### src/rtl/bdc_pkg.sv
// -----------------------------------------------------------------------------
// bdc_pkg
// Shared definitions for the tachometer front end and the register file.
//   TACH_W         width of one motor's tach pin pair (bit0 = A, bit1 = B)
//   CNT_WIDTH_DEF  default position counter width
//   step_e         quadrature step classification
//   step_of()      classify a filtered tach transition in Gray order
//                  00 -> 01 -> 11 -> 10 -> 00 (forward direction)
// -----------------------------------------------------------------------------
package bdc_pkg;

  localparam int TACH_W        = 2;
  localparam int CNT_WIDTH_DEF = 16;

  typedef enum logic [1:0] {
    STEP_NONE,
    STEP_UP,
    STEP_DOWN,
    STEP_ILLEGAL
  } step_e;

  // Successor of a tach state in the forward Gray sequence.
  function automatic logic [TACH_W-1:0] gray_next(input logic [TACH_W-1:0] s);
    case (s)
      2'b00:   gray_next = 2'b01;
      2'b01:   gray_next = 2'b11;
      2'b11:   gray_next = 2'b10;
      default: gray_next = 2'b00;
    endcase
  endfunction

  function automatic step_e step_of(input logic [TACH_W-1:0] old_s,
                                    input logic [TACH_W-1:0] new_s);
    if (old_s == new_s)
      step_of = STEP_NONE;
    else if ((old_s ^ new_s) == 2'b11)
      step_of = STEP_ILLEGAL;
    else if (new_s == gray_next(old_s))
      step_of = STEP_UP;
    else
      step_of = STEP_DOWN;
  endfunction

endpackage

### src/rtl/tach_filter.sv
// -----------------------------------------------------------------------------
// tach_filter
// Synchronises the asynchronous tach pair and accepts a new level only after
// it has been seen unchanged for FILTER_LEN consecutive cycles.
//   clk, resetn   system clock, asynchronous active-low reset
//   i_tach        raw tach pins
//   o_sync        synchronised tach level (the candidate new state)
//   o_filt        currently accepted tach state (the old state during an update)
//   o_filt_upd    high for the cycle in which o_sync is being accepted
//   o_first_upd   the update above is the priming load after reset
// -----------------------------------------------------------------------------
module tach_filter
  import bdc_pkg::*;
#(
  parameter int SYNC_STAGES = 2,
  parameter int FILTER_LEN  = 4
) (
  input  logic              clk,
  input  logic              resetn,
  input  logic [TACH_W-1:0] i_tach,
  output logic [TACH_W-1:0] o_sync,
  output logic [TACH_W-1:0] o_filt,
  output logic              o_filt_upd,
  output logic              o_first_upd
);

  localparam int STB_W = (FILTER_LEN > 1) ? $clog2(FILTER_LEN) : 1;
  localparam logic [STB_W-1:0] STB_MAX = STB_W'(FILTER_LEN - 1);

  logic [TACH_W-1:0] r_sync [SYNC_STAGES];
  logic [TACH_W-1:0] r_sync_prev;
  logic [STB_W-1:0]  r_stable;
  logic [TACH_W-1:0] r_filt;
  logic              r_primed;
  logic [TACH_W-1:0] w_sync;
  logic              w_same;
  logic              w_upd;

  // ---- synchroniser
  always_ff @(posedge clk or negedge resetn) begin
    if (!resetn) begin
      for (int i = 0; i < SYNC_STAGES; i++) r_sync[i] <= '0;
    end else begin
      r_sync[0] <= i_tach;
      for (int i = 1; i < SYNC_STAGES; i++) r_sync[i] <= r_sync[i-1];
    end
  end

  assign w_sync = r_sync[SYNC_STAGES-1];
  assign w_same = (w_sync == r_sync_prev);

  // An unprimed filter accepts any stable level, including 00, so the
  // channel primes even when the pins sit at the reset value of r_filt.
  // w_same keeps a level change from riding on a counter that saturated
  // while the previous level was still present.
  assign w_upd = w_same && (r_stable == STB_MAX) && ((w_sync != r_filt) || !r_primed);

  // ---- stability counter and accepted state
  always_ff @(posedge clk or negedge resetn) begin
    if (!resetn) begin
      r_sync_prev <= '0;
      r_stable    <= '0;
      r_filt      <= '0;
      r_primed    <= 1'b0;
    end else begin
      r_sync_prev <= w_sync;
      if (!w_same)
        r_stable <= '0;
      else if (r_stable != STB_MAX)
        r_stable <= r_stable + 1'b1;
      if (w_upd) begin
        r_filt   <= w_sync;
        r_primed <= 1'b1;
      end
    end
  end

  assign o_sync      = w_sync;
  assign o_filt      = r_filt;
  assign o_filt_upd  = w_upd;
  assign o_first_upd = w_upd && !r_primed;

endmodule

### src/rtl/tach_quad_counter.sv
// -----------------------------------------------------------------------------
// tach_quad_counter
// Per-motor tach front end: filtered quadrature decode into a wrapping signed
// position count, with a coherent snapshot for the SPI register file.
//   clk, resetn   system clock, asynchronous active-low reset
//   tach          raw quadrature pins (bit0 = A, bit1 = B)
//   clr           one-clk strobe, zero the count (wins over a same-cycle step)
//   snap          one-clk strobe, capture the count as it stood before this edge
//   err_clr       one-clk strobe, clear err (a same-cycle illegal step wins)
//   snap_count    snapshot served as the low/high tach bytes
//   count         live two's complement position count
//   dir           direction of last accepted step, 1 = up
//   err           sticky illegal-transition flag
// -----------------------------------------------------------------------------
module tach_quad_counter
  import bdc_pkg::*;
#(
  parameter int SYNC_STAGES = 2,
  parameter int FILTER_LEN  = 4,
  parameter int CNT_WIDTH   = CNT_WIDTH_DEF
) (
  input  logic                 clk,
  input  logic                 resetn,
  input  logic [TACH_W-1:0]    tach,
  input  logic                 clr,
  input  logic                 snap,
  input  logic                 err_clr,
  output logic [CNT_WIDTH-1:0] snap_count,
  output logic [CNT_WIDTH-1:0] count,
  output logic                 dir,
  output logic                 err
);

  logic [TACH_W-1:0]           w_sync;
  logic [TACH_W-1:0]           w_filt;
  logic                        w_filt_upd;
  logic                        w_first_upd;
  step_e                       w_step;
  logic signed [CNT_WIDTH-1:0] r_count;
  logic [CNT_WIDTH-1:0]        r_snap;
  logic                        r_dir;
  logic                        r_err;

  tach_filter #(
    .SYNC_STAGES (SYNC_STAGES),
    .FILTER_LEN  (FILTER_LEN)
  ) u_filter (
    .clk         (clk),
    .resetn      (resetn),
    .i_tach      (tach),
    .o_sync      (w_sync),
    .o_filt      (w_filt),
    .o_filt_upd  (w_filt_upd),
    .o_first_upd (w_first_upd)
  );

  // ---- decode: old accepted state against the one being accepted
  always_comb begin
    w_step = STEP_NONE;
    if (w_filt_upd && !w_first_upd)
      w_step = step_of(w_filt, w_sync);
  end

  // ---- count, direction, error and snapshot registers
  always_ff @(posedge clk or negedge resetn) begin
    if (!resetn) begin
      r_count <= '0;
      r_snap  <= '0;
      r_dir   <= 1'b0;
      r_err   <= 1'b0;
    end else begin
      if (clr)
        r_count <= '0;
      else if (w_step == STEP_UP)
        r_count <= r_count + CNT_WIDTH'(1);
      else if (w_step == STEP_DOWN)
        r_count <= r_count - CNT_WIDTH'(1);

      if (w_step == STEP_UP)
        r_dir <= 1'b1;
      else if (w_step == STEP_DOWN)
        r_dir <= 1'b0;

      if (w_step == STEP_ILLEGAL)
        r_err <= 1'b1;
      else if (err_clr)
        r_err <= 1'b0;

      if (snap)
        r_snap <= r_count;
    end
  end

  assign count      = r_count;
  assign snap_count = r_snap;
  assign dir        = r_dir;
  assign err        = r_err;

endmodule

### config.mk
export PLATFORM = sky130hd
export DESIGN_NAME = tach_quad_counter
export DESIGN_NICKNAME = d
export VERILOG_FILES = /design/src/rtl/bdc_pkg.sv /design/src/rtl/tach_filter.sv /design/src/rtl/tach_quad_counter.sv
export SDC_FILE = /design/constraint.sdc
export NUM_CORES = 1
export LEC_CHECK = 0
export CAP_MARGIN = 20
export CORE_MARGIN = 4
export CORE_UTILIZATION = 30
export CTS_CLUSTER_SIZE = 14
export DETAILED_ROUTE_END_ITERATION = 16
export SETUP_SLACK_MARGIN = 0.02
export SLEW_MARGIN = 25
export SYNTH_ARGS = -nofsm -noshare
export SYNTH_HDL_FRONTEND = slang
export SYNTH_SLANG_ARGS = --single-unit
### constraint.sdc
create_clock -name clk -period 5.2 [get_ports clk]
set_clock_uncertainty 0.1 [all_clocks]
set_input_delay 0.52 -clock clk [delete_from_list [all_inputs] [get_ports clk]]
set_output_delay 0.52 -clock clk [all_outputs]
set_load 0.1 [all_outputs]
### Word-level counts from Yosys, hierarchy flattened

Cells that the tools add are included.

* multiply operators: 0
* $add $sub $neg: 3
* reduce and logical (&&, ||, !) cells: 11
* divide/modulo/power cells: 0
* magnitude comparators: 0
* muxes and demuxes: 17
* equality and inequality tests: 13
* shifts and indexed selects: 0
* bitwise logic cells: 1

Operators with widths (number)
* 16-bit 2-to-1 mux: 3
* 2-bit 2-to-1 mux: 9
* 16-bit by 2-bit adder with 16-bit output, second input constant: 1
* 16-bit by 2-bit subtractor with 16-bit output, second input constant: 1
* 2-bit == test, second input constant: 5
* 2-bit == test: 3
* 2-bit one-hot mux with 3 select lines: 1
* 2-bit by 1-bit == test with 1-bit output, second input constant: 2
* 1-bit logical AND: 4
* 1-bit 2-to-1 mux: 4
* 2-bit inequality test, second input constant: 2
* 2-bit nonzero test: 2
* 3-bit nonzero test: 1
* 2-bit by 1-bit adder with 2-bit output, second input constant: 1
* 1-bit logical NOT: 2
* 2-bit logical NOT: 1
* 2-bit inequality test: 1
* 2-bit XOR: 1
* 1-bit logical OR: 1

* latch bits: 0
* output and inout bits: 34
* register bits after elaboration: 45
* bits in read-only memories: 0
* input bits: 7
* memories: 0
* logic and storage cells: 55
* memory bits (writable): 0

### Logic depth before layout (Yosys ltp)

Gate-level depths: netlist (run 1).

* depth after elaboration: 16
* mapped depth: 14
* depth with buffers taken out: 14

### By module

A second synthesis (run 1) with hierarchy kept.

* cells, all modules: 247
* area total of the unflattened synthesis: 2605.0 sq um

Modules (own cells, without submodules)
* tach_quad_counter: area an instance 2157.1 sq um, sequential area each 850.8 sq um, instances 1, cells an instance 209
* tach_filter: area an instance 447.9 sq um, sequential area each 275.3 sq um, instances 1, cells an instance 38

### Worst setup path before layout (run 1)

OpenSTA, ideal clock, no wires.

* kind: register to register
* from: reg u_filter.r_sync (netlist bit u_filter.o_sync[1])
* to: reg r_count[9], in the netlist count[9]
* stages on the path, launching flop included: 15
* required time: 4977 ps
* period minus slack after synthesis: 3687 ps
* path buffers: 1
* data arrival time: 3464 ps
* slack: 1513 ps
* setup time: 123 ps
* cell sequence: dfrtp_1 > xnor2_1 > and3_1 > clkbuf_1 > o2111ai_1 > inv_1 > ha_1 > inv_1 > ha_1 > and3_1 > a221oi_4 > a21boi_4 > o21a_1 > or3_1 > a32o_1

* word-level cells in the longest chain between the ends: 10
* elaborated cells between the ends (all ways): 21
* those cells by class: eq/ne: 7; mux: 6; bitwise: 1; reduce/logical: 7

Ends and longest elaborated chain
* start: declaration: line tach_filter.sv:30 `logic [TACH_W-1:0] r_sync [SYNC_STAGES];`
* 2-bit == test or 2-bit inequality test (tied branches): line tach_filter.sv:50, tach_filter.sv:56
* 1-bit logical AND or 1-bit logical OR (tied branches): line tach_filter.sv:56 `assign w_upd = w_same && (r_stable == STB_MAX) && ((w_sync != r_filt) || !r_primed);`
* 1-bit logical AND: line tach_filter.sv:56
* 1-bit logical AND: line tach_filter.sv:81 `assign o_first_upd = w_upd && !r_primed;`
* 1-bit logical NOT: line tach_quad_counter.sv:60 `if (w_filt_upd && !w_first_upd)`
* 1-bit logical AND: line tach_quad_counter.sv:60
* 2-bit 2-to-1 mux *: line tach_quad_counter.sv:60
* 2-bit by 1-bit == test with 1-bit output: line tach_quad_counter.sv:74 `else if (w_step == STEP_UP)`
* 16-bit 2-to-1 mux: line tach_quad_counter.sv:74
* 16-bit 2-to-1 mux: line tach_quad_counter.sv:72 `if (clr)`
* end signal: assignment: line tach_quad_counter.sv:75 `r_count <= r_count + CNT_WIDTH'(1);`
* end signal: assignment: line tach_quad_counter.sv:77 `r_count <= r_count - CNT_WIDTH'(1);`
* end: declaration: line tach_quad_counter.sv:39 `logic signed [CNT_WIDTH-1:0] r_count;`

Mark *: on every way between the ends. The rest lies on a longest branch, timed or not.
A chain may end at the register's enable or synchronous reset.

### Worst setup path after layout (run 1)

* from: reg u_filter.r_sync (netlist bit u_filter.o_sync[1])
* to: reg r_count[15], in the netlist count[15]

The elaborated chain is that of the path after synthesis.

==> impl_metrics.toml, run 1 <==
[worst_setup_path]
crit_buf_inv = 2
r2r-start = "u_filter.o_sync[1]$_DFF_PN0_"
crit_fanout = 18
cpLargestDelayFamily = "compound AO/OA/AOI/OAI gates"
required_ns = 5.30
crit_arrival_ns = 4.26
cp_slowest_cell = "dfrtp_1"
crit_chain = "xnor2_1 > and3_1 > o2111ai_1 > inv_1 > ha_1 > inv_1 > ha_1 > a21oi_1 > a21boi_0 > a21boi_4 > a2111oi_4 > a21oi_2 > mux2_4"
slowest_delay_ns = 0.47
worstSetupEndpointType = "register"
worstSetupPathType = "reg2reg"
startpoint = "u_filter.o_sync[1]$_DFF_PN0_"
cp-start-kind = "register"

[cts]
cts.sink_count = 45
cts_buffers = 5
ctsHtreeMaxLevel = 2
tritoncts = "yes"
path_clk_slew_ns = 0.10
clock_path_buffers = 2
cts_root_buf = "clkbuf_8"
worstSkewPairLatency_ns = 0.31
postCtsSetupRepairBufs = 0
cts_resized = 0
hold_buffers = 0

[logic_synthesis]
yosysTopAreaCellShare_pct = 45.0
synth_cells = 223
synthArstFlopShare_pct = 100
yosys.area.top_type = "dfrtp_1"
yosys_warnings = 0
avgSynthCellArea_um2 = 11.2
syn_area_mm2 = 0.00250
synth.most_common_cell = "dfrtp_1"
synth_edf_count = 0
ys.flop_type = "dfrtp_1"
synth-seq-area-share_pct = 45.0
ys_top_cells_by_area = "dfrtp_1 45%, ha_1 10%, mux2_2 8.6%, a22o_1 3.9%, xnor2_1 2.8%"
synth_cell_type_count = 38
syn_nets = 251
synthTopCellsByCount = "45 x dfrtp_1, 20 x ha_1, 19 x mux2_2"
ys_seq_elements = 45

[placed_design]
gp_congestion = 0.839
dp_slack_ns = 1.16
io_buffers = 40
dp_hpwl_um = 3820

[final_layout]
fin_util_pct = 38.1
fillers = 810
syn_to_final_growth_pct = 24.6
layout-drive-gt1-share_pct = 14.0
nets = 292
antenna_cells = 0

[timing]
post-route-period-util_pct = 80.0
finalWorstSetupSlack_ns = 1.04
rsz0062_at_grt = "false"
period_needed_ns = 4.16
drv_slew = 0
setup_tns_ns = 0
slew_headroom_pct = 34.7
setup_viol = 0
finalHoldViolCount = 0
worstMarginPinSlew_ns = 0.976
fmax_mhz = 240

[job]
maxCapViolations = 0

[global_route]
grt_pass1_wl_um = 9060
grt_max_degree = 46
grtUsageTotal_pct = 11.4
antenna_found_initial = 0
grt.overflow.total = 0
grt_pass1_vias = 1813

[routing]
routedWlPerCell_um = 14.7
dr.first_iter.drc_count = 88
drt_wl_total_um = 5420
num_vias = 1840
firstDrtPassIters = 4
detail-route-antenna-nets = 0
viasPerCell = 4.97
drc = 0

[floorplanning]
core.rowCount = 33
die_w_um = 99.3
start_util_pct = 30.6
ios = 41
die_height_um = 99.3
dieArea_mm2 = 0.00986
core_mm2 = 0.00818

[power_and_ir_drop]
p_per_area_mw_per_mm2 = 207
ir_drop_uv = 149
power.leakage_nw = 1.49

[hold_path]
hp-class = "in2async"

[run_status]
status = "complete, no violations"
## cells in the final DEF (no fill, tap or decap), types with 7 or more instances in the layout
master	count
inv_1	7
a21o_1	9
o21ai_0	13
dfrtp_1	45
nand2_1	17
ha_1	20
a21oi_1	12
a22o_1	11
nor2_1	12
xnor2_1	8
mux2_2	19
clkdlybuf4s50_1	39
## metrics by stage
step,power (mW),instances,hold slack [ns],instance area (um^2)
floorplan,0.398,223,0.124,2500
global placement,0.417,362,0.247,3010
detailed placement,0.418,362,0.243,3020
CTS,0.658,370,0.132,3110
global route,0.677,370,0.164,3120
finish,0.645,370,0.116,3120
## area by class of cell
class | instances | area [um^2] | area share (%)
clock buffer | 5 | 68.8 | 2.21
clock inverter | 3 | 25.0 | 0.803
inverter | 7 | 26.3 | 0.843
multi-input combinational | 165 | 1340 | 43.0
sequential | 45 | 1130 | 36.1
tap | 105 | 131 | 4.22
timing repair buffer | 40 | 398 | 12.8
## worst paths after layout
path	to	slack, ns	depth (start not counted)
min in group clk	u_filter.o_sync[0]$_DFF_PN0_	0.27	0
min	snap_count[2]$_DFFE_PN0P_	0.12	1
max reg2reg	count[15]$_DFFE_PN0P_	1.04	13
max	count[15]$_DFFE_PN0P_	1.04	13
min reg2reg	u_filter.o_sync[0]$_DFF_PN0_	0.27	0
max in group asynchronous	snap_count[13]$_DFFE_PN0P_	4.48	1
## per-layer routing
metal | part of all wire, % | global-route usage [%] | up-vias
li1 | - | - | 894
met1 | 48 | 15.1 | 898
met2 | 47 | 18.5 | 41
met3 | 4.3 | 3.02 | 7
met4 | 0.98 | 2.84 | 0
met5 | 0 | 0 | -
## kinds of logic (layout without fill, tap and decap cells)
family                   after synthesis  after routing  share of synthesized area, %
AO/OA/AOI/OAI                         62             62                          19.1
XOR/XNOR                              14             14                          4.90
adder cells (fa/ha/maj)               21             21                          10.8
buffers and inverters                 13             55                          1.95
flip-flops                            45             45                          45.0
multiplexers                          23             23                          10.4
AND/OR/NAND/NOR                       45             45                          7.90
## report_power, final
| group | switching, mW | internal (mW) |
|---|---|---|
| sequential | 0.00841 | 0.358 |
| clock | 0.136 | 0.0982 |
| combinational | 0.0259 | 0.0184 |
| total | 0.171 | 0.475 |
## registers in the layout, indices dropped and copies added, names as in the netlist
signal	count
u_filter.r_stable	2
count	16
snap_count	16
u_filter.r_sync	2
u_filter.r_sync_prev	2
dir	1
u_filter.o_filt	2
u_filter.r_primed	1
u_filter.o_sync	2
err	1
Note: power is estimated with default switching activity, not from simulation.
==> inputs of run 2 (changes only) <==
Clock period 5.2 ns to 4.02 ns, I/O delays scaled along.
==> run 2 against run 1 <==
Against the previous run: the flow now finishes with violations (negative hold slack); die area unchanged; worst setup slack got worse by 0.71 ns; sequential share of layout area decreased by 0.75 points; flip-flop and latch count unchanged; critical endpoint unchanged; highest routed layer unchanged.
==> impl_metrics.toml, run 2 (synthesized netlist as in run 1, its figures left out) <==
[worst_setup_path]
worstSetupEndpointType = "register"
slowest_delay_ns = 0.46
required_ns = 4.12
crit_chain = "xnor2_1 > and3_2 > o2111ai_1 > inv_1 > ha_2 > clkinvlp_4 > buf_4 > ha_1 > a21o_1 > a221oi_4 > a21boi_4 > a2111oi_4 > a21oi_2 > mux2_4"
worstSetupPathType = "reg2reg"
r2r-start = "u_filter.o_sync[1]$_DFF_PN0_"
cp-start-kind = "register"
startpoint = "u_filter.o_sync[1]$_DFF_PN0_"
crit_arrival_ns = 3.79
cp_slowest_cell = "dfrtp_1"
crit_fanout = 7

[timing]
whs_ns = -0.0135
finalHoldViolCount = 30
fmax_mhz = 271
setup_viol = 0
rsz0062_at_grt = "false"
post-route-period-util_pct = 91.9
slew_headroom_pct = 34.9
worstMarginPinSlew_ns = 0.974
drv_slew = 0
period_needed_ns = 3.69
setup_tns_ns = 0

[final_layout]
register_area_mm2 = 0.00113
syn_to_final_growth_pct = 27.2
nets = 302
layout-drive-gt1-share_pct = 17.5
final_common_cell = "dfrtp_1"
antenna_cells = 0
multi_input_comb_area_mm2 = 0.00133
fillers = 815
final_cell_mix = "45 x dfrtp_1, 39 x clkdlybuf4s50_1, 19 x mux2_2, 19 x ha_1, 17 x nand2_1"

[cts]
hold_buffers = 0
path_clk_slew_ns = 0.10
ctsHtreeMaxLevel = 2
cts.sink_count = 45
worstSkewPairLatency_ns = 0.31
cts_buffers = 5
clock_path_buffers = 2
cts_root_buf = "clkbuf_8"
tritoncts = "yes"

[floorplanning]
ios = 41
die_height_um = 99.3
dieArea_mm2 = 0.00986
core_mm2 = 0.00818
core.rowCount = 33
start_util_pct = 30.6
die_w_um = 99.3

[job]
maxCapViolations = 0

[routing]
firstDrtPassIters = 4
drc = 0
drt_wl_total_um = 5370
num_vias = 1833
dr.first_iter.drc_count = 67
routedWlPerCell_um = 14.1
viasPerCell = 4.82
detail-route-antenna-nets = 0

[power_and_ir_drop]
p_per_area_mw_per_mm2 = 262
power.leakage_nw = 1.53
power_uw = 834
ir_drop_uv = 135

[placed_design]
dp_hpwl_um = 3810
gp_congestion = 0.805
io_buffers = 40

[global_route]
grt_max_degree = 46
grt_pass1_vias = 1827
grtUsageTotal_pct = 11.3
antenna_found_initial = 0
grt_pass1_wl_um = 8940
grt.overflow.total = 0

[run_status]
status = "complete, but fails checks"
violations = "negative hold slack"

[hold_path]
hp-class = "in2async"
==> run 2: cell count changes in the layout (fill, tap and decap cells not counted), sizes merged <==
| cell | change |
|---|---|
| buf | +9 |
| clkinvlp | +2 |
| inv | -1 |
==> run 2: timing repair <==
action / 4_1_cts / 5_1_grt
hold endpoints to repair: 0 / 0
buffers inserted: 0 / 3
setup endpoints to repair: 0 / 2
resized for setup: 0 / 3
==> run 2: final timing paths <==
check | cells after the start | slack (ns) | to
min | 1 | -0.01 | snap_count[5]$_DFFE_PN0P_
max in group asynchronous | 1 | 3.43 | snap_count[12]$_DFFE_PN0P_
max | 14 | 0.33 | count[15]$_DFFE_PN0P_
min reg2reg | 0 | 0.26 | u_filter.o_sync[0]$_DFF_PN0_
max reg2reg | 14 | 0.33 | count[15]$_DFFE_PN0P_
min in group clk | 0 | 0.26 | u_filter.o_sync[0]$_DFF_PN0_
==> run 2: final cells by class <==
cell class                 count  area share, %
multi-input combinational    165           41.8
sequential                    45           35.4
timing repair buffer          49           14.6
clock inverter                 3          0.786
timing repair inverter         1          0.157
tap                          105           4.13
inverter                       7          0.944
clock buffer                   5           2.16
==> run 2: report_power, final <==
part | internal (mW) | total, mW | leakage (nW) | switching [mW]
registers | 0.463 | 0.473 | 0.613 | 0.0102
clock network | 0.127 | 0.303 | 0.0452 | 0.176
logic | 0.0247 | 0.0577 | 0.872 | 0.0329
total | 0.615 | 0.834 | 1.53 | 0.220
==> run 2: worst max-delay path: cells and delay by family, from the launching register on <==
family / cells / cell delay, ns
compound gates: 6 / 1.30
fa+ha+maj: 2 / 0.51
flops: 1 / 0.46
buf+inv: 3 / 0.44
mux: 1 / 0.30
simple gates: 1 / 0.26
xor+xnor: 1 / 0.22
==> run 2: per-stage QoR <==
step	setup slack, ns	std cells	hold WS [ns]	instance area [um^2]	util [%]
2_1_floorplan	0.333	223	0.00641	2500	-
3_3_place_gp	0.342	368	0.237	3050	37.3
3_5_place_dp	0.280	368	0.241	3050	37.3
4_1_cts	0.238	376	0.00853	3150	38.5
5_1_grt	0.0578	380	0.0291	3180	38.9
6_report	0.327	380	-0.0135	3180	38.9
==> run 2: routing by layer <==
metal	track usage, %	up-vias	part of all wire, %
met5	0	-	0
met4	2.84	0	1.0
met3	3.58	7	4.5
met2	17.3	28	44
met1	15.5	874	50
li1	-	924	-
==> inputs of run 3 (changes only) <==
Settings changed: CAP_MARGIN 20 to default.
==> results of run 3 <==
Same layout as run 2: the final DEF is identical, and so are final timing and power.
